$ cat config.mk
export PLATFORM = sky130hd
export DESIGN_NAME = gen_sequencer
export DESIGN_NICKNAME = d
export VERILOG_FILES = /design/src/rtl/gol_pkg.sv /design/src/rtl/decoder_top.sv /design/src/rtl/gen_sequencer.sv
export SDC_FILE = /design/constraint.sdc
export NUM_CORES = 1
export LEC_CHECK = 0
export CORE_MARGIN = 2
export CORE_UTILIZATION = 64
export DETAILED_ROUTE_END_ITERATION = 10
export PLACE_DENSITY = 0.85
export SYNTH_ARGS = -nofsm -noshare
export SYNTH_HDL_FRONTEND = slang
export SYNTH_SLANG_ARGS = --single-unit
$ cat constraint.sdc
create_clock -name clk -period 9.16 [get_ports clk]
set_input_delay 1.832 -clock clk [delete_from_list [all_inputs] [get_ports clk]]
set_output_delay 1.832 -clock clk [all_outputs]
set_load 0.02 [all_outputs]
$ cat src/rtl/gol_pkg.sv
// Shared types for the game-of-life board engine: row type, sequencer states, board size.
package gol_pkg;
  localparam int BOARD_ROWS = 8;

  typedef logic [7:0] row_t;

  typedef enum logic [2:0] {
    IDLE,
    REQ,
    LOAD,
    WRITE,
    DONE
  } seq_state_t;
endpackage

$ cat src/rtl/decoder_top.sv
// Next-generation row for an 8-cell toroidal row given the rows above and below.
module decoder_top
  import gol_pkg::*;
(
  input  row_t row_in,
  input  row_t row_a,
  input  row_t row_b,
  output row_t row_out
);

  for (genvar i = 0; i < 8; i++) begin : g_cell
    localparam int L = (i + 7) % 8;
    localparam int R = (i + 1) % 8;
    logic [3:0] w_n;
    assign w_n = 4'(row_a[L]) + 4'(row_a[i]) + 4'(row_a[R]) +
                 4'(row_in[L]) + 4'(row_in[R]) +
                 4'(row_b[L]) + 4'(row_b[i]) + 4'(row_b[R]);
    assign row_out[i] = (w_n == 4'd3) | (row_in[i] & (w_n == 4'd2));
  end

endmodule

$ cat src/rtl/gen_sequencer.sv
// Generation write-side engine: loads the board into a shadow, then writes the next
// generation back in place, row by row, under a grant that may be withdrawn at any time.
module gen_sequencer
  import gol_pkg::*;
#(
  parameter int ROWS   = BOARD_ROWS,
  parameter int ADDR_W = 3,
  parameter int GEN_W  = 8
) (
  input  logic              clk,
  input  logic              reset,
  input  logic              start,
  output logic              busy,
  output logic              done,
  output logic              extinct,
  output logic [GEN_W-1:0]  gen_count,
  output logic              mem_req,
  input  logic              mem_gnt,
  output logic              rd_en,
  output logic [ADDR_W-1:0] rd_addr,
  input  logic [7:0]        rd_data,
  output logic              wr_en,
  output logic [ADDR_W-1:0] wr_addr,
  output logic [7:0]        wr_data
);

  localparam logic [ADDR_W-1:0] LAST = ADDR_W'(ROWS - 1);

  seq_state_t          r_state, w_next;
  logic [ADDR_W:0]     r_ptr;
  logic [ADDR_W-1:0]   w_ptr_lo, w_ptr_up, w_ptr_dn;
  row_t                r_shadow [ROWS];
  row_t                w_new_row;
  logic                r_rd_vld_p1;
  logic [ADDR_W-1:0]   r_rd_addr_p1;
  row_t                r_acc;
  logic                r_extinct;
  logic [GEN_W-1:0]    r_gen;

  assign w_ptr_lo = r_ptr[ADDR_W-1:0];
  assign w_ptr_up = w_ptr_lo - ADDR_W'(1);
  assign w_ptr_dn = w_ptr_lo + ADDR_W'(1);

  decoder_top u_decoder (
    .row_in  (r_shadow[w_ptr_lo]),
    .row_a   (r_shadow[w_ptr_up]),
    .row_b   (r_shadow[w_ptr_dn]),
    .row_out (w_new_row)
  );

  always_ff @(posedge clk) begin
    if (reset) r_state <= IDLE;
    else       r_state <= w_next;
  end

  // LOAD is left on the capture of the last row, not on its issue.
  always_comb begin
    w_next = r_state;
    case (r_state)
      IDLE:    if (start) w_next = REQ;
      REQ:     if (mem_gnt) w_next = LOAD;
      LOAD:    if (r_rd_vld_p1 && (r_rd_addr_p1 == LAST)) w_next = WRITE;
      WRITE:   if (mem_gnt && (w_ptr_lo == LAST)) w_next = DONE;
      DONE:    w_next = IDLE;
      default: w_next = IDLE;
    endcase
  end

  always_comb begin
    busy    = (r_state != IDLE);
    done    = (r_state == DONE);
    mem_req = (r_state == REQ) || (r_state == LOAD) || (r_state == WRITE);
    rd_en   = (r_state == LOAD) && mem_gnt && !r_ptr[ADDR_W];
    wr_en   = (r_state == WRITE) && mem_gnt;
    rd_addr = rd_en ? w_ptr_lo : '0;
    wr_addr = wr_en ? w_ptr_lo : '0;
    wr_data = wr_en ? w_new_row : '0;
  end

  always_ff @(posedge clk) begin
    if (reset) begin
      r_ptr        <= '0;
      r_rd_vld_p1  <= 1'b0;
      r_rd_addr_p1 <= '0;
      r_acc        <= '0;
      r_extinct    <= 1'b0;
      r_gen        <= '0;
      for (int i = 0; i < ROWS; i++) r_shadow[i] <= '0;
    end else begin
      // p1: read data returns one cycle after the strobe, independent of the grant
      r_rd_vld_p1  <= rd_en;
      r_rd_addr_p1 <= rd_addr;
      if (r_rd_vld_p1) r_shadow[r_rd_addr_p1] <= rd_data;

      case (r_state)
        IDLE: begin
          r_ptr <= '0;
          if (start) r_acc <= '0;
        end
        REQ: r_ptr <= '0;
        LOAD: begin
          if (w_next == WRITE) r_ptr <= '0;
          else if (rd_en)      r_ptr <= r_ptr + (ADDR_W+1)'(1);
        end
        WRITE: begin
          if (wr_en) begin
            r_ptr <= (w_ptr_lo == LAST) ? '0 : r_ptr + (ADDR_W+1)'(1);
            r_acc <= r_acc | w_new_row;
          end
        end
        DONE: begin
          r_ptr     <= '0;
          r_gen     <= r_gen + GEN_W'(1);
          r_extinct <= ~|r_acc;
        end
        default: r_ptr <= '0;
      endcase
    end
  end

  assign extinct   = r_extinct;
  assign gen_count = r_gen;

endmodule

# Word-level counts from Yosys, hierarchy flattened

Memory sizes are Yosys's and may differ from the RTL's. A register that Yosys moved wholly into a read port is not among the register bits.
Index checks and enable logic that the tools add are counted.

Register bits after elaboration: 28
Bits in writable memories: 64
Bits of input ports: 12
Output and inout bits: 28
Logic and storage cells: 153
Memories kept: 1

Add/sub/neg operators: 60
Eq/ne operators: 26
Mux-type cells: 26
Bitwise logic cells: 17
Reductions and logical operators: 16

Memory list:

| memory   | depth | bits a word | read ports | clocked after memory_dff | write ports | RTL line            | text |
|---|---|---|---|---|---|---|---|
| r_shadow | 8     | 8           | 3          | 1                        | 8           | gen_sequencer.sv:32 | `row_t r_shadow [ROWS];` |

Operators by type and width:

| cell                  | count |
|---|---|
| $add A4 B1 Y4         | 48 |
| $eq A4 B2 Y1 const B  | 16 |
| $mux W8               | 4 |
| $mux W3               | 9 |
| $add A1 B1 Y2         | 8 |
| $mux W4               | 4 |
| $pmux W8 S2           | 1 |
| $reduce_or A8 Y1      | 2 |
| $pmux W3 S4           | 1 |
| $eq A3 B2 Y1 const B  | 3 |
| $eq A3 B3 Y1 const B  | 3 |
| $add A8 B1 Y8 const B | 1 |
| $and A1 B1 Y1         | 8 |
| $or A1 B1 Y1          | 8 |
| $or A8 B8 Y8          | 1 |
| $pmux W4 S2           | 1 |
| $mux W1               | 6 |
| $logic_and A1 B1 Y1   | 5 |
| $add A4 B1 Y4 const B | 1 |
| $ne A2 B2 Y1 const B  | 2 |
| $add A3 B1 Y3 const B | 1 |
| $eq A3 B1 Y1 const B  | 1 |
| $logic_not A3 Y1      | 1 |
| $ne A3 B2 Y1 const B  | 1 |
| other kinds (7)       | 9 |

# Depth between registers and ports, before layout

Gate-level depths: netlist of the first run.
An unclocked memory read counts as a cell.

Depth in word-level cells: 15
Mapped depth: 22
Depth with buffers taken out: 19

# By module

A second synthesis of the first run with hierarchy kept.

Cell total of the unflattened synthesis: 543
Area total of the unflattened synthesis: 6598.8 um^2

By module, submodules not included:

| module        | instances | cells an instance | area an instance (um^2) | seq. area each (um^2) |
|---|---|---|---|---|
| gen_sequencer | 1         | 398               | 5260.0                  | 2542.4 |
| decoder_top   | 1         | 145               | 1338.8                  | 0.0 |

# Least setup slack after synthesis of the first run

OpenSTA, ideal clock, no wires.

Path type: reg2out
From: register r_ptr[0]
To: output port wr_data[1]
Data arrival time: 5.562 ns
Required time: 7.328 ns
Setup slack: 1.766 ns
Cell stages (with the launch flop): 21
Buffers on the path: 3
Cell sequence: dfxtp_1 > buf_4 > buf_2 > buf_2 > inv_1 > ha_1 > xor2_2 > mux4_2 > nand2_1 > nand2_1 > ha_1 > inv_1 > fa_1 > inv_1 > fa_1 > inv_1 > fa_1 > fa_1 > nor3_1 > mux2i_1 > nor4b_1

Longest elaborated chain between the ends: 13
Elaborated cells between the ends (all ways): 15
Classes of those cells: add/sub: 9; eq/ne: 2; mux: 1; bitwise: 2; memory: 1

RTL lines:

| item                       | RTL line             | text |
|---|---|---|
| start: declaration         | gen_sequencer.sv:30  | `logic [ADDR_W:0] r_ptr;` |
| start signal: assignment   | gen_sequencer.sv:103 | `else if (rd_en) r_ptr <= r_ptr + (ADDR_W+1)'(1);` |
| start signal: assignment   | gen_sequencer.sv:107 | `r_ptr <= (w_ptr_lo == LAST) ? '0 : r_ptr + (ADDR_W+1)'(1);` |
| $sub A3 B1 Y3              | gen_sequencer.sv:41  | `assign w_ptr_up = w_ptr_lo - ADDR_W'(1);` |
| $mem_v2 Z8 W8 (*)          | n/a                  |  |
| $add A1 B1 Y2              | decoder_top.sv:15    | `assign w_n = 4'(row_a[L]) + 4'(row_a[i]) + 4'(row_a[R]) +` |
| $add A4 B1 Y4 (2 in a row) | decoder_top.sv:15    |  |
| $add A4 B1 Y4 (2 in a row) | decoder_top.sv:16    | `4'(row_in[L]) + 4'(row_in[R]) +` |
| $add A4 B1 Y4              | decoder_top.sv:17    | `4'(row_b[L]) + 4'(row_b[i]) + 4'(row_b[R]);` |
| $add A4 B1 Y4 (*)          | decoder_top.sv:17    |  |
| $eq A4 B2 Y1               | decoder_top.sv:18    | `assign row_out[i] = (w_n == 4'd3) \| (row_in[i] & (w_n == 4'd2));` |
| $and A1 B1 Y1              | decoder_top.sv:18    |  |
| $or A1 B1 Y1 (*)           | decoder_top.sv:18    |  |
| $mux W8 (*)                | gen_sequencer.sv:77  | `wr_data = wr_en ? w_new_row : '0;` |
| end: declaration           | gen_sequencer.sv:24  | `output logic [7:0] wr_data` |

Every way passes the cells marked *; elsewhere a longest branch is shown, timed or not.

# Worst setup path after layout of the first run

From: register r_ptr[1]
To: output port wr_data[0]

Same word-level chain as after synthesis.

==> results of run 1 <==
## cell usage in the layout (no fill, tap or decap), types with 8 or more instances in the layout
master           instances
clkdlybuf4s50_1         39
edfxtp_1                64
fa_1                    31
clkbuf_8                 9
nor3_1                   8
mux4_1                  12
nand3_1                 11
a21oi_1                  8
ha_1                    29
inv_1                   67
nand2_1                 20
dfxtp_1                 30
mux2_2                  24
mux4_2                  19
and2_1                  70
mux2i_1                 28
and3_1                   9
nor2_1                  30
## metrics by stage
stage | cell area [sq um] | instances | utilization (%)
after floorplan | 6610 | 562 | -
after detailed placement | 7110 | 723 | 69.8
after CTS | 7270 | 738 | 71.4
after global routing | 7270 | 738 | 71.4
after global placement | 7110 | 723 | 69.8
final | 7270 | 738 | 71.4
## path summary, 6_finish.rpt
kind         startpoint    endpoint  slack, ns  cells past startpoint
max            r_ptr[1]  wr_data[0]       1.17                     16
min reg2reg    r_acc[6]    r_acc[6]       0.48                      2
min            r_acc[6]    r_acc[6]       0.48                      2
max reg2reg    r_ptr[1]    r_acc[0]       3.88                     16
## logic make-up (layout without fill, tap and decap cells)
| family | count (synthesis) | count (layout) |
|---|---|---|
| simple gates | 187 | 187 |
| buf+inv | 89 | 129 |
| mux | 85 | 85 |
| flops | 95 | 95 |
| compound gates | 37 | 37 |
| xor+xnor | 9 | 9 |
| fa+ha+maj | 60 | 60 |
## state kept, by name (all words and copies together) (netlist names), named ones only
register      flops
r_rd_addr_p1      3
r_ptr             4
r_state           3
gen_count         8
r_acc             8
extinct           1
r_shadow         64
r_rd_vld_p1       1
## synth_stat cells, drive strengths merged, types with 4 or more instances
master | number | area share (%)
and2 | 70 | 6.6
ha | 29 | 5.5
nand4 | 4 | 0.38
nand2b | 6 | 0.57
nand2 | 20 | 1.1
clkbuf | 9 | 0.51
xor2 | 7 | 1.0
or2 | 9 | 0.85
a21oi | 8 | 0.61
mux2 | 26 | 4.5
dfxtp | 31 | 9.4
mux4 | 31 | 11
nor3 | 8 | 0.61
nor2 | 30 | 1.7
fa | 31 | 9.4
buf | 12 | 1.3
edfxtp | 64 | 29
nor2b | 5 | 0.47
nor4 | 6 | 0.57
o21ai | 6 | 0.45
a31oi | 5 | 0.47
and3 | 9 | 0.85
a211oi | 5 | 0.57
nand3 | 11 | 0.83
mux2i | 28 | 4.2
inv | 67 | 3.8
nor4b | 4 | 0.53
## tightest hold or removal path, cell delays in order, from the launching register on
cell,delay (ns)
dfxtp_1,0.34
a31oi_1,0.04
nor2_1,0.07
## layer usage
metal  track usage (%)  part of all wire (%)
met1              36.1                    42
met3              4.70                   5.6
met5                 0                     0
met4              9.77                   2.3
met2              44.3                    50
## area by class of cell
class,count,area [sq um],area share [%]
Tap cell,136,170,2.34
Inverter,68,255,3.51
Timing Repair Buffer,46,443,6.09
Sequential cell,95,2540,35.0
Multi-Input combinational cell,378,3700,50.8
Clock inverter,5,35.0,0.482
Clock buffer,10,128,1.75
## power groups by stage
stage                     sequential, mW  clock, mW  combinational (mW)
after global placement             0.491          0               0.240
after CTS                          0.483      0.252               0.262
after detailed placement           0.493          0               0.261
after floorplan                    0.486          0               0.198
final                              0.483      0.249               0.262
after global routing               0.485      0.270               0.301
==> metrics.cfg, run 1 <==
[finish]
drive_gt1_share_pct = 12.8
nets = 670
syn_to_final_growth_pct = 9.95
fill_cells = 720
diodes = 0

[global_routing]
grt_pass1_wl_mm = 23.0
overflow = 0
antenna_found_initial = 0
grt_pass1_vias = 4604
grt_max_degree = 42
track_usage_pct = 26.9

[clock_network]
clkTransAtPathRegs_ns = 0.10
cts_resized = 0
insertion_delay_ns = 0.37
clk_path_buf_depth = 2
postCtsHoldBufs = 0
clock-sinks = 95
cts_root_buffer = clkbuf_8
h-tree-depth = 3
cts_buffers = 9
postCtsSetupRepairBufs = 0
cts_tree = yes

[yosys]
synthesis.nets = 634
ys_warn_count = 0
synthArstFlopShare_pct = 0
muxShareOfSynthArea_pct = 20.0
synth_top_family_by_area = multiplexers
synth-seq-cells = 95
synth-edff-count = 64
ys.flop_type = edfxtp_1
synth.avg_cell_area_sq_um = 11.8
synth_cells = 562
synthesis.area_sq_um = 6610
synth_simple_gate_area_share_pct = 15.8
synth-compound-area-share_pct = 3.92
synthAdderAreaFrac_pct = 14.9
ys_seq_area_share_pct = 38.4
synth.distinct_cells = 49
synth-xor-area-share_pct = 1.31

[routing]
vias_per_cell = 6.08
wl_per_cell_microns = 19.1
drt_iter0_drc = 292
drc = 0
via_count = 4484
detail_route.first_pass.iterations = 5
antenna_left = 0
wirelength_mm = 14.1

[min_path]
holdCritPathClass = flip-flop to flip-flop

[timing]
final_hold_viol_count = 0
skew_ns = 0.0124
relSlewSlack_pct = 27.7
period_share_pct = 87.2
setup-violations-final = 0
rsz0062_at_grt = false
max_slew.worst_pin.slew_ns = 1.08
fin_setup_tns_ns = 0
drv_slew = 0
worst_slack_ns = 1.17
period_needed_ns = 7.99
fmax_mhz = 125
fin_hold_ws_ns = 0.484

[worst_setup_path]
worstPathBufferInverterCount = 6
required_ns = 7.33
end_kind = output port
worstPathCellList = inv_1 > ha_1 > clkinv_1 > mux4_2 > ha_1 > inv_1 > fa_1 > inv_1 > fa_1 > inv_1 > fa_1 > fa_1 > nor3_1 > mux2i_1 > nor4b_1 > clkdlybuf4s50_1
worstPathArrival_ns = 6.16
critPathSlowestCell = clkdlybuf4s50_1
cp_top_family = adder cells
path_class = flip-flop to output port
slowest_delay_ns = 0.68
cp-start-kind = flip-flop
crit_fanout = 12

[place]
place.gp.congestion = 0.847
place_ws_ns = 1.62
dp_hpwl_mm = 11.0
io_buffers = 39

[outcome]
status = finished clean

[pwr]
p_seq_share_pct = 48.6
p_leak_nw = 2.91
intPower_mw = 0.683
power_frac_comb_pct = 26.3
powerDensity_nw_per_um2 = 137
clock_power_share_pct = 25.1
vdd_drop_max_v = 0.000109
p_sw_share_pct = 31.3
p_sw_mw = 0.311
total_power_mw = 0.994

[die]
rows = 37
die_y_microns = 106
die_area_sq_um = 11200
initial_core_util_pct = 64.9
ios = 40
dieWidth_microns = 106
core_sq_um = 10200

[flow_run]
drv_cap = 0

Note: power is estimated with default switching activity, not from simulation.
==> inputs of run 2 (changes only) <==
--- a/config.mk
+++ b/config.mk
@@ -9,6 +9,7 @@
 export CORE_UTILIZATION = 64
 export DETAILED_ROUTE_END_ITERATION = 10
 export PLACE_DENSITY = 0.85
+export SLEW_MARGIN = 20
 export SYNTH_ARGS = -nofsm -noshare
 export SYNTH_HDL_FRONTEND = slang
 export SYNTH_SLANG_ARGS = --single-unit
==> run 2 against run 1 <==
  * Clock skew about the same
  * Hold slack about the same
  * Sequential cell count unchanged
  * Critical path depth unchanged
  * Cell count unchanged
  * Sequential power about the same
  * Routed wire length about the same
  * Critical endpoint unchanged
==> metrics.cfg, run 2 (same netlist as run 1, synthesis figures left out) <==
[outcome]
status = finished clean

[finish]
largest_register_ff_count = 64
mostFrequentLayoutCells = and2_1 (70), inv_1 (67), edfxtp_1 (64), clkdlybuf4s50_1 (39), fa_1 (31)
drive_gt1_share_pct = 13.0
nets = 670
top_register = r_shadow
fill_cells = 718
diodes = 0
layout_commonest_cell = and2_1
syn_to_final_growth_pct = 10.0

[global_routing]
grt_pass1_vias = 4604
overflow = 0
grt_pass1_wl_mm = 23.0
grt_max_degree = 42
track_usage_pct = 26.9
antenna_found_initial = 0

[timing]
fin_hold_ws_ns = 0.484
fin_setup_tns_ns = 0
period_share_pct = 87.1
final_hold_viol_count = 0
drv_slew = 0
skew_ns = 0.0120
relSlewSlack_pct = 29.6
rsz0062_at_grt = false
period_needed_ns = 7.98
fmax_mhz = 125
max_slew.worst_pin.slew_ns = 1.05
setup-violations-final = 0

[clock_network]
cts_root_buffer = clkbuf_8
cts_tree = yes
postCtsHoldBufs = 0
clock-sinks = 95
insertion_delay_ns = 0.37
clk_path_buf_depth = 2
cts_buffers = 9
h-tree-depth = 3
postCtsSetupRepairBufs = 0
clkTransAtPathRegs_ns = 0.10
cts_resized = 0

[place]
dp_hpwl_mm = 11.0
place.gp.congestion = 0.847
io_buffers = 39

[routing]
wirelength_mm = 14.1
vias_per_cell = 6.09
drc = 0
detail_route.first_pass.iterations = 5
antenna_left = 0
wl_per_cell_microns = 19.1
drt_iter0_drc = 285
via_count = 4493

[worst_setup_path]
critPathSlowestCell = clkdlybuf4s50_1
required_ns = 7.33
cp-start-kind = flip-flop
worstPathArrival_ns = 6.15
crit_fanout = 12
reg2reg_slack_ns = 3.89
end_kind = output port
worstPathCellList = inv_1 > ha_1 > clkinv_1 > mux4_2 > ha_1 > inv_1 > fa_1 > inv_1 > fa_1 > inv_1 > fa_1 > fa_1 > nor3_1 > mux2i_1 > nor4b_1 > clkdlybuf4s50_1
path_class = flip-flop to output port
slowest_delay_ns = 0.68

[pwr]
p_leak_nw = 2.91
powerDensity_nw_per_um2 = 137
vdd_drop_max_v = 0.000109

[die]
die_y_microns = 106
die_area_sq_um = 11200
ios = 40
rows = 37
initial_core_util_pct = 64.9
core_sq_um = 10200
dieWidth_microns = 106

[min_path]
holdCritPathClass = flip-flop to flip-flop

[flow_run]
drv_cap = 0

-- run 2: cell counts in the layout (fill, tap and decap cells not counted) --
Identical to the previous run, type by type.
-- run 2: area by class of cell --
class	instances	area, sq um	share of cell area (%)
timing repair buffer	46	443	6.09
clock inverter	5	35.0	0.481
inverter	68	255	3.51
multi-input combinational	378	3700	50.9
tap	136	170	2.34
sequential	95	2540	34.9
clock buffer	10	128	1.75
-- run 2: report_power, final --
part / switching [mW] / internal (mW) / total (mW)
clock network: 0.151 / 0.0978 / 0.249
logic: 0.147 / 0.115 / 0.262
registers: 0.0124 / 0.471 / 0.483
total: 0.311 / 0.683 / 0.994
-- run 2: per-stage QoR --
stage	instances	utilization [%]	cell area (sq um)	total power [mW]	setup slack (ns)
after detailed placement	723	69.8	7110	0.753	1.62
final	738	71.5	7280	0.994	1.18
after global routing	738	71.5	7280	1.06	0.842
after global placement	723	69.8	7110	0.731	1.83
after CTS	738	71.4	7270	0.997	1.19
after floorplan	562	-	6610	0.684	1.77
-- run 2: final timing paths --
path | start | endpoint | cells past startpoint
worst max-delay path | r_ptr[1] | wr_data[0] | 16
worst max register to register | r_ptr[1] | r_acc[0] | 16
worst min-delay path | r_acc[6] | r_acc[6] | 2
worst min register to register | r_acc[6] | r_acc[6] | 2
-- run 2: routing by layer --
layer | routed length, microns | track usage (%) | vias up
met5 | 0 | 0 | -
met4 | 307 | 9.77 | 0
met3 | 860 | 4.70 | 27
met2 | 7050 | 44.3 | 168
met1 | 5890 | 36.1 | 2225
li1 | - | - | 2073
-- run 2: critical path: cells and delay by family (launching register included) --
kind,cells,cell delay (ns)
and+or+nand+nor,2,0.61
adders and majority gates,6,2.67
DFF,1,0.45
muxes,2,0.72
buffers and inverters,6,1.31
==> inputs of run 3 (changes only) <==
--- a/config.mk
+++ b/config.mk
@@ -5,10 +5,13 @@
 export SDC_FILE = /design/constraint.sdc
 export NUM_CORES = 1
 export LEC_CHECK = 0
+export CAP_MARGIN = 10
+export CORE_ASPECT_RATIO = 1.25
 export CORE_MARGIN = 2
 export CORE_UTILIZATION = 64
 export DETAILED_ROUTE_END_ITERATION = 10
 export PLACE_DENSITY = 0.85
+export SETUP_SLACK_MARGIN = 0.5
 export SLEW_MARGIN = 20
 export SYNTH_ARGS = -nofsm -noshare
 export SYNTH_HDL_FRONTEND = slang
==> run 3 against run 2 <==
  * Power up 11%
  * Sequential power about the same
  * Non-clock buffer count down 1
  * Critical path depth unchanged
  * Sequential share of layout area down 0.46 points
  * Critical path type unchanged
  * Critical endpoint unchanged
  * Largest cell class unchanged
  * Highest routed layer unchanged
==> metrics.cfg, run 3 (same netlist as run 1, synthesis figures left out) <==
[place]
place_ws_ns = 1.60
io_buffers = 39
place.gp.congestion = 0.846
dp_hpwl_mm = 11.1
dpl.cell_count = 715
placed_area_sq_um = 7090

[finish]
largest_register_ff_count = 64
drive_gt1_share_pct = 13.0
fin_area_sq_um = 7370
layout_commonest_cell = and2_1
syn_to_final_growth_pct = 11.5
top_register = r_shadow
diodes = 0
nets = 669
utilization_pct = 73.0
fill_cells = 673
mostFrequentLayoutCells = and2_1 (70), inv_1 (67), edfxtp_1 (64), clkdlybuf4s50_1 (39), fa_1 (31)
final_cells = 731

[routing]
wirelength_mm = 14.3
via_count = 4528
detail_route.first_pass.iterations = 7
highest-signal-layer = met4
m1WireLength_mm = 5.45
wl_met3_microns = 722
wl_met2_mm = 7.80
drc = 0
vias_per_cell = 6.19
drt_iter0_drc = 360
wl_per_cell_microns = 19.6
antenna_left = 0

[worst_setup_path]
cp_top_family = adder cells
crit_fanout = 12
worstPathArrival_ns = 6.12
slowest_delay_ns = 0.66
end_kind = output port
path_class = flip-flop to output port
required_ns = 7.33
critPathSlowestCell = clkdlybuf4s50_1
cp-start-kind = flip-flop
worstPathCellList = inv_1 > ha_1 > clkinv_1 > mux4_2 > ha_1 > inv_1 > fa_1 > inv_1 > fa_1 > inv_1 > fa_1 > fa_1 > nor3_1 > mux2i_1 > nor4b_1 > clkdlybuf4s50_1
worstPathBufferInverterCount = 6

[timing]
fin_hold_ws_ns = 0.480
rsz0062_at_grt = false
fmax_mhz = 126
final_hold_viol_count = 0
drv_slew = 0
period_needed_ns = 7.95
skew_ns = 0.00969
relSlewSlack_pct = 29.1
worst_slack_ns = 1.21
period_share_pct = 86.8
setup-violations-final = 0
fin_setup_tns_ns = 0
max_slew.worst_pin.slew_ns = 1.06

[die]
die_area_sq_um = 11200
rows = 41
dieWidth_microns = 94.9
core_sq_um = 10100
initial_core_util_pct = 65.4
ios = 40
die_y_microns = 118

[global_routing]
grt_max_degree = 42
grt_pass1_wl_mm = 23.7
grt_pass1_vias = 4828
overflow = 0
antenna_found_initial = 0
track_usage_pct = 27.9

[pwr]
intPower_mw = 0.773
power_frac_comb_pct = 23.7
p_sw_share_pct = 29.7
p_leak_nw = 2.95
powerDensity_nw_per_um2 = 149
vdd_drop_max_v = 0.0000925
p_sw_mw = 0.327
p_seq_share_pct = 44.1
clock_power_share_pct = 32.2
total_power_mw = 1.10

[clock_network]
cts_buffers = 9
h-tree-depth = 3
postCtsSetupRepairBufs = 0
clk_path_buf_depth = 2
clkTransAtPathRegs_ns = 0.07
postCtsHoldBufs = 0
cts_root_buffer = clkbuf_16
cts_tree = yes
clock-sinks = 95
cts_resized = 0
insertion_delay_ns = 0.35

[flow_run]
drv_cap = 0

[min_path]
holdCritPathClass = flip-flop to flip-flop

[outcome]
status = finished clean

==> run 3: worst paths after layout <==
check | cells after the start | endpoint | from | slack (ns)
setup / recovery | 16 | wr_data[0] | r_ptr[1] | 1.21
hold reg to reg | 2 | r_acc[6] | r_acc[6] | 0.48
setup reg to reg | 16 | r_acc[0] | r_ptr[1] | 3.83
hold / removal | 2 | r_acc[6] | r_acc[6] | 0.48
==> run 3: worst reg2reg max path, cell delays in order, from the launching register on <==
cell and delay (ns):
dfxtp_1 0.44, inv_1 0.10, ha_1 0.59, clkinv_1 0.44, mux4_2 0.61, ha_1 0.30, inv_1 0.05, fa_1 0.50
inv_1 0.06, fa_1 0.50, inv_1 0.05, fa_1 0.40, fa_1 0.41, nor3_1 0.21, mux2i_1 0.13, nor4b_1 0.33
a22o_1 0.17
==> run 3: layer usage <==
metal	vias up	GRT usage [%]
met4	0	12.2
met3	37	4.03
met5	-	0
met2	182	48.4
met1	2241	34.1
li1	2068	-
==> run 3: layout make-up <==
cell class / count / area, sq um / area share (%)
repair buffers: 45 / 435 / 5.90
clock buffers: 11 / 233 / 3.16
multi-input cells: 378 / 3700 / 50.2
flip-flops and latches: 95 / 2540 / 34.5
inverters: 68 / 255 / 3.46
well taps: 129 / 161 / 2.19
clock inverters: 5 / 42.5 / 0.577
==> run 3: power groups by stage <==
stage | sequential [mW] | combinational, mW | clock (mW)
6_report | 0.484 | 0.261 | 0.354
5_1_grt | 0.486 | 0.299 | 0.373
4_1_cts | 0.484 | 0.262 | 0.356
3_5_place_dp | 0.493 | 0.259 | 0
3_3_place_gp | 0.491 | 0.239 | 0
2_1_floorplan | 0.486 | 0.198 | 0
